==> src/rtl/gpu_cmd_queue.sv <==
// Command FIFO plus slot sequencer that feeds the text-mode GPU's cpuline bus
// in its fixed opcode / parameter / execute sampling pattern.
module gpu_cmd_queue #(
   parameter int DEPTH = 16,
   parameter int AW    = 4
) (
   input  logic          clk,
   input  logic          clr,
   input  logic          wr_en,
   input  logic [15:0]   wr_cmd,
   input  logic [15:0]   wr_param,
   output logic          full,
   output logic          empty,
   output logic [AW:0]   count,
   output logic          rej,
   output logic          busy,
   output logic [15:0]   cpuline
);

   typedef enum logic [1:0] {
      S_OP  = 2'd0,
      S_PAR = 2'd1,
      S_EXE = 2'd2
   } slot_t;

   localparam logic [AW:0] FULL_CNT = (AW+1)'(DEPTH);

   slot_t         r_state, w_state_nxt;
   logic [15:0]   r_mem_cmd [DEPTH];
   logic [15:0]   r_mem_par [DEPTH];
   logic [AW-1:0] r_wptr, r_rptr;
   logic [AW:0]   r_count, w_count_nxt;
   logic          r_full, r_empty, r_rej;
   logic          r_active, w_active_nxt;
   logic [15:0]   r_cpuline, w_cpuline_nxt;
   logic [15:0]   r_param, w_param_nxt;
   logic          w_legal, w_push, w_pop, w_launch;

   // Only opcodes the GPU decoder can retire are queued; anything else would hang it.
   assign w_legal = (wr_cmd >= 16'h00C0) && (wr_cmd <= 16'h00C6);
   assign w_push  = wr_en && w_legal && !r_full;

   always_comb begin
      w_state_nxt   = r_state;
      w_cpuline_nxt = r_cpuline;
      w_active_nxt  = r_active;
      w_param_nxt   = r_param;
      w_launch      = 1'b0;
      w_pop         = 1'b0;
      case (r_state)
         S_OP: begin
            w_state_nxt   = S_PAR;
            w_cpuline_nxt = r_active ? r_param : 16'h0000;
         end
         S_PAR: begin
            if (r_active) begin
               w_state_nxt   = S_EXE;
               w_cpuline_nxt = 16'h0000;
            end else begin
               w_launch = 1'b1;
            end
         end
         default: w_launch = 1'b1;
      endcase
      // Every entry into OP decides between launching the head entry and an idle pair.
      if (w_launch) begin
         w_state_nxt = S_OP;
         if (!r_empty) begin
            w_cpuline_nxt = r_mem_cmd[r_rptr];
            w_param_nxt   = r_mem_par[r_rptr];
            w_pop         = 1'b1;
            w_active_nxt  = 1'b1;
         end else begin
            w_cpuline_nxt = 16'h0000;
            w_active_nxt  = 1'b0;
         end
      end
   end

   assign w_count_nxt = r_count + (AW+1)'(w_push) - (AW+1)'(w_pop);

   always_ff @(posedge clk or negedge clr) begin
      if (!clr) begin
         r_state   <= S_OP;
         r_cpuline <= 16'h0000;
         r_param   <= 16'h0000;
         r_active  <= 1'b0;
         r_wptr    <= '0;
         r_rptr    <= '0;
         r_count   <= '0;
         r_full    <= 1'b0;
         r_empty   <= 1'b1;
         r_rej     <= 1'b0;
      end else begin
         r_state   <= w_state_nxt;
         r_cpuline <= w_cpuline_nxt;
         r_param   <= w_param_nxt;
         r_active  <= w_active_nxt;
         r_count   <= w_count_nxt;
         r_full    <= (w_count_nxt == FULL_CNT);
         r_empty   <= (w_count_nxt == '0);
         r_rej     <= wr_en && !w_push;
         if (w_push) r_wptr <= r_wptr + AW'(1);
         if (w_pop)  r_rptr <= r_rptr + AW'(1);
      end
   end

   always_ff @(posedge clk) begin
      if (w_push) begin
         r_mem_cmd[r_wptr] <= wr_cmd;
         r_mem_par[r_wptr] <= wr_param;
      end
   end

   assign full    = r_full;
   assign empty   = r_empty;
   assign count   = r_count;
   assign rej     = r_rej;
   assign busy    = r_active;
   assign cpuline = r_cpuline;

endmodule

==> config.mk <==
export PLATFORM = sky130hd
export DESIGN_NAME = gpu_cmd_queue
export DESIGN_NICKNAME = d
export VERILOG_FILES = /design/src/rtl/gpu_cmd_queue.sv
export SDC_FILE = /design/constraint.sdc
export NUM_CORES = 1
export LEC_CHECK = 0
export BUFFER_PORTS_ARGS = -buffer_cell sky130_fd_sc_hd__buf_2
export CORE_ASPECT_RATIO = 1.2
export CORE_MARGIN = 8
export CORE_UTILIZATION = 30
export CTS_BUF_LIST = sky130_fd_sc_hd__clkbuf_16
export DETAILED_ROUTE_END_ITERATION = 6
export GPL_TIMING_DRIVEN = 0
export PLACE_DENSITY = 0.43
export SLEW_MARGIN = 30
export SYNTH_ARGS = -nofsm -noshare
export SYNTH_HDL_FRONTEND = slang
export SYNTH_SLANG_ARGS = --single-unit
==> constraint.sdc <==
create_clock -name clk -period 2.7 [get_ports clk]
set_input_delay 0.27 -clock clk [delete_from_list [all_inputs] [get_ports clk]]
set_output_delay 0.27 -clock clk [all_outputs]
set_load 0.05 [all_outputs]
== Yosys cells after proc, flatten, opt, wreduce, memory -nomap -nowiden ==
Memory sizes are Yosys's and may differ from the RTL's. A register that Yosys moved wholly into a read port is not among the register bits.
Index checks and enable logic that the tools add are counted.
Word-level totals
  memory bits (writable): 512
  memories: 2
  latch bits: 0
  bits in registers: 35
  logic and storage cells: 47
  bits of input ports: 35
  memory bits (read-only): 0
Memories
  r_mem_cmd: words 16, bits a word 16, rd ports 1, clocked after memory_dff 0, wr ports 1, line 29  | logic [15:0] r_mem_cmd [DEPTH];
  r_mem_par: words 16, bits a word 16, rd ports 1, clocked after memory_dff 1, wr ports 1, line 30  | logic [15:0] r_mem_par [DEPTH];
Cells by class
  bitwise logic cells: 1
  equal/unequal tests: 3
  div/mod/pow operators: 0
  reduce and logical (&&, ||, !) cells: 12
  $add $sub $neg: 4
  $lt $le $gt $ge: 2
  shift operators: 0
  muxes and demuxes: 14
  $mul: 0
Operators with widths (count)
  16-bit 2-to-1 mux: 4
  16-bit case mux with 2 select lines: 1
  16-bit by 8-bit >= comparator with 1-bit output (second input constant): 1
  16-bit by 8-bit <= comparator with 1-bit output (second input constant): 1
  4-bit by 1-bit adder with 4-bit output (second input constant): 2
  5-bit by 1-bit adder with 5-bit output: 1
  5-bit equality test (second input constant): 1
  5-bit zero test: 1
  1-bit 2-to-1 mux: 5
  5-bit by 1-bit subtractor with 5-bit output: 1
  1-bit logical AND: 4
  2-bit 2-to-1 mux: 2
  2-bit case mux with 2 select lines: 1
  2-bit AND reduction: 2
  1-bit zero test: 3
  3-bit != test (second input constant): 1
  3-bit nonzero test: 1
  2-bit by 1-bit equality test with 1-bit output (second input constant): 1
  2-bit zero test: 1
  1-bit case mux with 2 select lines: 1
  1-bit inverter: 1

== Depth between registers and ports, before layout ==
Gate-level depths: netlist of run 1.
  word-level depth: 7
  mapped depth: 14

== Least setup slack after synthesis of run 1 ==
OpenSTA, ideal clock, no wires.
  kind: register to register
  start: register r_full (netlist: full)
  end: register r_full (netlist: full)
  arrival: 3.029 ns
  stages on the path, launching flop included: 15
  data required time: 2.599 ns
  buffers on the path: 1
  setup slack: -0.430 ns
  period minus slack after synthesis: 3.130 ns
  library setup time: 0.101 ns
  cell sequence: dfrtp_1 nor3b_1 nand2_1 nor3_2 buf_2 inv_1 ha_1 inv_1 ha_1 inv_1 fa_1 nor2b_1 o21ai_0 and3_1 nor4_1
Between the ends
  cells in the longest elaborated chain, start to end: 5
Ends and longest elaborated chain
  start, declared: line 33  | logic r_full, r_empty, r_rej;
  start signal, assigned: line 100  | r_full <= (w_count_nxt == FULL_CNT);
  1-bit zero test: line 41  | assign w_push = wr_en && w_legal && !r_full;
  1-bit logical AND: line 41
  5-bit by 1-bit adder with 5-bit output: line 80  | assign w_count_nxt = r_count + (AW+1)'(w_push) - (AW+1)'(w_pop);
  5-bit by 1-bit subtractor with 5-bit output: line 80
  5-bit equality test: line 100
No other way between the ends.
A chain may end at the register's enable or synchronous reset.

== Final worst setup path of run 1 ==
  start: register r_empty (netlist: empty)
  end: register r_full (netlist: full)
Between the ends
  cells in the longest elaborated chain, start to end: 4
Ends and longest elaborated chain
  start, declared: line 33
  start signal, assigned: line 101  | r_empty <= (w_count_nxt == '0);
  1-bit 2-to-1 mux: line 68  | if (!r_empty) begin
  1-bit 2-to-1 mux: line 66  | if (w_launch) begin
  net w_pop: line 37  | logic w_legal, w_push, w_pop, w_launch;
  5-bit by 1-bit subtractor with 5-bit output: line 80
  net w_count_nxt[1]: line 32  | logic [AW:0] r_count, w_count_nxt;
  5-bit equality test: line 100
The timed path passes the listed nets, and every way through them passes these cells.

==> results of run 1 <==
layout by cell type (no fill, tap or decap), types with 12 or more instances in the layout:
master	n
a21oi_1	18
and3_4	12
o2111ai_1	16
buf_12	15
clkbuf_16	60
nand2_1	18
o22ai_1	33
buf_4	15
edfxtp_1	512
nand4_1	17
dfrtp_1	48
nand2b_1	18
clkinv_1	15
mux4_2	128
buf_2	74
mux2i_1	16
inv_1	25
clkbuf_1	13
mux2_2	18
flip-flops by register name (all words and copies together) (netlist names), 2 cells and up:
register   count
r_mem_cmd    256
r_mem_par    256
cpuline       16
r_param       16
count          5
r_rptr         4
r_wptr         4
r_state        2
power by group:
part | internal, mW | switching [mW] | total [mW]
Sequential | 9.87 | 0.243 | 10.1
Combinational | 3.17 | 4.66 | 7.83
Clock | 4.31 | 3.30 | 7.60
Total | 17.3 | 8.20 | 25.5
worst paths after layout:
| check | from | endpoint | slack, ns | cells past startpoint |
|---|---|---|---|---|
| setup / recovery | empty | full | -0.07 | 12 |
| hold / removal | wr_param[0] | r_mem_par[13][0] | 0.05 | 1 |
| setup reg to reg | empty | full | -0.07 | 12 |
| hold reg to reg | r_state[0] | r_state[0] | 0.50 | 1 |
| max in group asynchronous | clr | empty | 2.06 | 3 |
| min in group asynchronous | clr | cpuline[9] | 0.09 | 2 |
worst reg2reg max path, cell delays in order, from the launching register on:
cell and delay [ns]:
dfstp_2 0.61, inv_2 0.07, o21a_1 0.12, buf_6 0.14, clkbuf_16 0.18, ha_4 0.24, inv_2 0.06, ha_4 0.12
inv_2 0.03, fa_2 0.52, inv_2 0.04, or3_4 0.39, nor4_2 0.15
final cells by class:
cell class                      count  area share [%]
Sequential cell                   563            65.6
Multi-Input combinational cell    351            18.5
Clock buffer                       59            5.81
Tap cell                          926            4.56
Timing Repair Buffer               84            2.76
Buffer                             54            1.41
Clock inverter                     47            1.20
Inverter                           14           0.207
Antenna cell                        1         0.00985
per-layer routing:
| metal | vias to the layer above | wire (microns) | track usage (%) | part of all wire (%) |
|---|---|---|---|---|
| li1 | 4415 | - | - | - |
| met1 | 5495 | 23700 | 17.8 | 41 |
| met2 | 184 | 29800 | 25.0 | 52 |
| met3 | 93 | 2450 | 2.86 | 4.3 |
| met4 | 6 | 1610 | 4.46 | 2.8 |
| met5 | - | 32 | 0 | 0.056 |
stage by stage:
step	cell area, sq um	instances	power (mW)	worst slack [ns]	setup TNS (ns)
4_1_cts	25400	2096	26.0	-0.118	-0.218
6_report	25400	2099	25.5	-0.0736	-0.120
5_1_grt	25400	2098	26.7	-0.204	-0.379
3_3_place_gp	23000	1967	18.1	-2.06	-969.71
2_1_floorplan	21600	982	15.4	-0.138	-0.172
3_5_place_dp	23500	1983	18.1	-1.16	-147.58
what timing repair did:
item / CTS / global route
gates resized for setup: 11 / 6
hold buffers: 3 / 0
endpoints found under the hold margin: 59 / 0
endpoints found under the setup margin: 3 / 6
buffers inserted: 4 / 2
pin swaps: 3 / 1
logic make-up after synthesis:
family                     Yosys count  synth area share [%]
DFF                                563                  77.3
and+or+nand+nor                     96                  2.61
xor gates and xnor gates             9                 0.366
adders and majority gates           11                 0.674
AOI/OAI and AO/OA                   73                  2.23
muxes                              162                  15.1
buffers and inverters               68                  1.74
==> out/results.ini, run 1 <==
[timing]
rsz0062_at_grt=yes
relSlewSlack_pct=33.6
finalSetupViolCount=2
hold_violations=0
period_minus_slack_ns=2.77
slew_viol_final=0
setup_ws_ns=-0.0736
period_share_pct=103
clock.fmax_ghz=0.361
whs_ns=0.0454
skew_ns=0.0257
worst_pin_slew_ns=0.988

[die]
placeableCoreArea_sq_um=71100
die_w_microns=261
floorplan.die.height_microns=310
io_pins=60
initial_core_util_pct=30.3
row_count=107
dieArea_sq_um=80700

[clock_tree]
path_clk_slew_ns=0.06
numClockSinks=563
htree_levels=2
clk_latency_ns=0.61
cts_tree=built
root_buffer=clkbuf_16
clockBufferDepth=3
cts-buffers-inserted=58

[synth]
yosysTopAreaCell=edfxtp_1
yosys-top-cells-count=512 x edfxtp_1, 128 x mux4_2, 50 x dfrtp_1
yosysMostFrequentCell=edfxtp_1
yosysSeqAreaShare_pct=77.3
synthArstFlopShare_pct=9.06
syn-num-nets=1028
synth_top_cell_area_share_pct=71.4
synth_edf_count=512
synth.area.top_cells=edfxtp_1 71%, mux4_2 13%, dfrtp_1 5.8%
ys_seq_elements=563
yosys_warnings=0
synth_cell_types=40
synth_area_sq_um=21500
synthCells=982
post_synth.cell_area_avg_sq_um=21.9
synth_flop_cell=edfxtp_1

[route]
vias=10193
vias_per_cell=4.86
drc_errors=0
wire_per_inst_microns=27.4
dr.pass1.iters=5
routed_wirelength_mm=57.6
antenna_left=0
drt_iter0_markers=660

[cells_and_area]
fin_nets=1172
seq_area_sq_um=16700
areaGrowthSynthToFinish_pct=17.9
multi_input_area_sq_um=4690
drive_above_1_share_pct=32.2
fillerInstances=6568
utilization_pct=35.7

[setup_path]
crit_fanout=10
cp_slowest_cell=dfstp_2
crit_family=adder cells
cp-start-kind=flop
cp.arrival_ns=3.28
path_cells=inv_2 -> o21a_1 -> buf_6 -> clkbuf_16 -> ha_4 -> inv_2 -> ha_4 -> inv_2 -> fa_2 -> inv_2 -> or3_4 -> nor4_2
crit_type=reg -> reg
crit_top_cell=inv_2
critPathRequiredTime_ns=3.21
cp.buffers_inverters=6
endpoint_kind=flop
cp_slowest_stage_delay_ns=0.61

[grt]
grt_use_total_pct=14.3
first_global_vias=11042
grt_overflow=0
grt_first_pass_wirelength_mm=82.0
antenna_found_initial=4
grt_max_degree=38

[place]
gp_congestion=0.709
dp_hpwl_mm=36.9
port_buffers=59

[flow_run]
drv_cap=0

[hold_path]
hold_path.class=in -> reg

[pwr]
peakVddDrop_v=0.000503
p_per_area_nw_per_um2=1010
p_leak_nw=8.24

[status]
violations=negative setup slack
outcome=finished, violations left

Note: power is estimated with default switching activity, not from simulation.
==> inputs of run 2 (changes only) <==
- CORE_ASPECT_RATIO: 1.2 -> not set
==> out/results.ini, run 2 (same netlist as run 1, synthesis figures left out) <==
[pwr]
p_total_mw=25.5
p_per_area_nw_per_um2=1000
peakVddDrop_v=0.00106
p_leak_nw=8.33

[status]
violations=negative setup slack
outcome=finished, violations left

[die]
placeableCoreArea_sq_um=71200
dieArea_sq_um=80600
row_count=98
floorplan.die.height_microns=284
initial_core_util_pct=30.2
die_w_microns=284
io_pins=60

[place]
gp_congestion=0.699
dp_cells=2008
dp_hpwl_mm=35.2
place_area_sq_um=23500
port_buffers=59
place_ws_ns=-1.51

[timing]
clock.fmax_ghz=0.356
period_minus_slack_ns=2.81
slew_viol_final=0
worst_pin_slew_ns=0.974
setup_ws_ns=-0.111
skew_ns=0.0211
hold_violations=0
setup_tns_ns=-0.132
relSlewSlack_pct=35.1
whs_ns=0.0473
finalSetupViolCount=2
rsz0062_at_grt=yes
period_share_pct=104

[clock_tree]
path_clk_slew_ns=0.06
htree_levels=2
clockBufferDepth=3
root_buffer=clkbuf_16
cts-buffers-inserted=60
clk_latency_ns=0.62
cts_tree=built
numClockSinks=563

[cells_and_area]
layout_common_cells=512 x edfxtp_1, 128 x mux4_2, 74 x buf_2
final_common_cell=edfxtp_1
instances_no_fill=2136
reg.largest.list=r_mem_cmd (256), r_mem_par (256)
fin_nets=1180
areaGrowthSynthToFinish_pct=18.6
final_area_sq_um=25500
utilization_pct=35.9
antennaDiodeCount=0
drive_above_1_share_pct=32.0

[grt]
first_global_vias=11137
grt_first_pass_wirelength_mm=82.3
grt_max_degree=36
grt_overflow=0
antenna_found_initial=0
grt_use_total_pct=14.1

[setup_path]
crit_fanout=10
endpoint_kind=flop
cp-start-kind=flop
cp.arrival_ns=3.30
crit_type=reg -> reg
critPathRequiredTime_ns=3.19
r2r_slack_ns=-0.11

[route]
vias=10340
vias_per_cell=4.84
wire_per_inst_microns=26.8
dr.pass1.iters=5
routed_wirelength_mm=57.3
drc_errors=0
drt_iter0_markers=687
antenna_left=0

[flow_run]
drv_cap=0

[hold_path]
hold_path.class=in -> reg

run 2: changes by cell type in the layout (fill, tap and decap cells not counted), moves of 2 or more:
cell and change:
buf_16 +3, dlygate4sd3_1 +5, clkinvlp_4 -2, buf_12 -2
clkbuf_16 +2, clkinv_2 -2, bufinv_16 -2, inv_1 +10
run 2: final timing paths:
kind,start,depth (start not counted),endpoint
setup reg to reg,empty,11,full
hold / removal,wr_param[9],1,r_mem_par[8][9]
hold reg to reg,r_state[0],1,r_state[0]
max in group asynchronous,clr,3,busy
setup / recovery,empty,11,full
min in group asynchronous,clr,2,cpuline[3]
run 2: timing repair:
item | in CTS | in global routing
hold buffers | 8 | 0
pin swaps | 3 | 4
setup endpoints to repair | 3 | 3
setup buffers | 4 | 3
gates resized for setup | 9 | 8
endpoints found under the hold margin | 127 | 0
run 2: report_power, final:
| part | switching [mW] | internal [mW] |
|---|---|---|
| registers | 0.198 | 9.87 |
| logic | 4.73 | 3.18 |
| clock network | 3.33 | 4.24 |
run 2: critical path, cell delays in order, from the launching register on:
cell and delay [ns]:
dfstp_2 0.65, inv_2 0.07, o21a_2 0.16, clkbuf_16 0.19, ha_4 0.24, inv_2 0.05
ha_4 0.12, inv_2 0.03, fa_2 0.52, inv_2 0.04, or3_4 0.40, nor4_4 0.20
run 2: metal layers:
layer  GRT usage, %  share of wire, %  up-vias
met4           3.26               1.8        0
met2           22.2                46      267
met1           19.7                46     5582
li1               -                 -     4420
met3           3.20               5.8       71
met5              0                 0        -
run 2: final cells by class:
type | instances | area (sq um)
Inverter | 14 | 55.1
Clock inverter | 53 | 270
Buffer | 53 | 345
Timing Repair Buffer | 91 | 801
Tap cell | 950 | 1190
Fill cell | 6585 | 45700
Clock buffer | 61 | 1530
Sequential cell | 563 | 16700
Multi-Input combinational cell | 351 | 4700
==> inputs of run 3 (changes only) <==
- ABC_AREA: not set -> 1
==> out/results.ini, run 3 <==
[place]
place_ws_ns=-1.01
port_buffers=59
gp_congestion=0.826
dp_cells=3267
dp_hpwl_mm=54.8

[synth]
post_synth.cell_area_avg_sq_um=11.0
yosys_warnings=0
syn-num-nets=2179
yosysTopAreaCell=edfxtp_1
yosysMostFrequentCell=nand2_1
synthCells=2133
synth_area_sq_um=23500
yosys-top-cells-count=789 x nand2_1, 512 x edfxtp_1, 388 x nand3_1
synth_top_cell_area_share_pct=65.4
synth_flop_cell=edfxtp_1
synth.area.top_cells=edfxtp_1 65%, nand2_1 13%, nand3_1 8.3%
synth_cell_types=23
synthArstFlopShare_pct=9.06
synth_edf_count=512
ys_seq_elements=563
yosysSeqAreaShare_pct=70.8

[cells_and_area]
final_common_cell=nand2_1
antennaDiodeCount=0
fin_nets=2361
reg.largest.list=r_mem_cmd (256), r_mem_par (256)
fillerInstances=7728
drive_above_1_share_pct=14.1
instances_no_fill=3408
areaGrowthSynthToFinish_pct=21.5
layout_common_cells=788 x nand2_1, 512 x edfxtp_1, 387 x nand3_1

[setup_path]
regToRegEndpoint=r_mem_par[13][14]
crit_family=simple AND/OR/NAND/NOR gates
ff2ff_path_depth=8
worst-path-stages=8
crit_fanout=13
cp-endpoint=r_mem_par[13][14]
cp.arrival_ns=2.98
crit_top_cell=nor2_4
cp_slowest_stage_delay_ns=0.56
r2r-start=full
r2r_slack_ns=0.02
cp.buffers_inverters=3
critPathRequiredTime_ns=2.99
path_cells=nor3_4 -> nand3_2 -> nor2_4 -> buf_6 -> buf_4 -> nand2_1 -> nor2_4 -> buf_16
cp_slowest_cell=nor2_4
endpoint_kind=flop
crit_path_start=full
crit_type=reg -> reg
cp-start-kind=flop

[grt]
grt_max_degree=52
antenna_found_initial=1
grt_first_pass_wirelength_mm=111
first_global_vias=15156
grt_use_total_pct=17.8
grt_overflow=0

[route]
vias_per_cell=4.64
routed_wirelength_mm=78.9
wire_per_inst_microns=23.1
drc_errors=0
vias=15813
drt_iter0_markers=1389
antenna_left=0
dr.pass1.iters=6

[status]
outcome=completed

[timing]
clock.fmax_ghz=0.373
rsz0062_at_grt=yes
period_minus_slack_ns=2.68
hold_violations=0
setup_ws_ns=0.0193
period_share_pct=99.3
skew_ns=0.0207
worst_pin_slew_ns=1.06
relSlewSlack_pct=29.5
slew_viol_final=0
finalSetupViolCount=0

[clock_tree]
cts-buffers-inserted=66
clockBufferDepth=3
root_buffer=clkbuf_16
path_clk_slew_ns=0.06
clk_latency_ns=0.60
cts_tree=built
numClockSinks=563
htree_levels=3

[die]
row_count=102
initial_core_util_pct=30.3
placeableCoreArea_sq_um=77600
dieArea_sq_um=87600
io_pins=60
die_w_microns=296
floorplan.die.height_microns=296

[flow_run]
drv_cap=0

[hold_path]
hp-start=wr_param[15]
hold_path.class=in -> reg

[pwr]
p_total_mw=30.0
p_leak_nw=11.6
peakVddDrop_v=0.000481
p_per_area_nw_per_um2=1050

[run 3: logic make-up after synthesis]
logic type	after synthesis	share of synthesized area, %
flops	563	70.8
buf+inv	332	6.70
fa+ha+maj	11	0.617
simple gates	1213	21.5
xor+xnor	9	0.335
compound gates	5	0.106
[run 3: per-layer routing]
| metal | up-vias | track usage (%) | share of wire, % |
|---|---|---|---|
| met4 | 0 | 5.14 | 2.6 |
| met3 | 105 | 2.28 | 4.6 |
| met1 | 7825 | 23.6 | 44 |
| li1 | 7458 | - | - |
| met5 | - | 0 | 0 |
| met2 | 425 | 30.5 | 49 |
[run 3: power breakdown]
group | switching [mW] | internal, mW
Sequential | 0.209 | 9.83
Clock | 3.59 | 5.20
Combinational | 8.14 | 3.06
Total | 11.9 | 18.1
[run 3: layout make-up]
cell class | instances | area [sq um] | area share (%)
plain buffers | 113 | 757 | 2.65
clock buffers | 74 | 1850 | 6.48
clock inverters | 47 | 289 | 1.01
inverters | 219 | 827 | 2.89
multi-input cells | 1238 | 5480 | 19.2
flip-flops and latches | 563 | 16700 | 58.3
well taps | 1040 | 1300 | 4.55
repair buffers | 114 | 1420 | 4.96
[run 3: repair_timing]
action,4_1_cts,5_1_grt
endpoints found under the hold margin,51,0
pin swaps,11,9
resized for setup,14,6
hold buffers,2,0
endpoints found under the setup margin,491,19
setup buffers,8,10
[run 3: worst min path at each step]
stage / endpoint / slack [ns] / depth (start not counted)
6_report: r_mem_par[11][15] / 0.06 / 1
5_1_grt: r_mem_par[6][8] / 0.05 / 1
4_1_cts: r_mem_par[10][15] / 0.03 / 1
3_5_place_dp: r_wptr[0] / 0.36 / 1
3_3_place_gp: r_state[0] / 0.44 / 1
2_1_floorplan: busy / -0.03 / 0
[run 3: through the flow]
| stage | setup TNS (ns) | hold slack [ns] | instance area, sq um | util [%] |
|---|---|---|---|---|
| finish | 0 | 0.0595 | 28600 | 36.8 |
| global route | -0.201 | 0.0487 | 28600 | 36.8 |
| CTS | 0 | 0.0280 | 28500 | 36.7 |
| detailed placement | -225.46 | 0.360 | 26200 | 33.7 |
| global placement | -1468.14 | 0.436 | 25100 | 32.4 |
| floorplan | -100.72 | -0.0256 | 23500 | - |
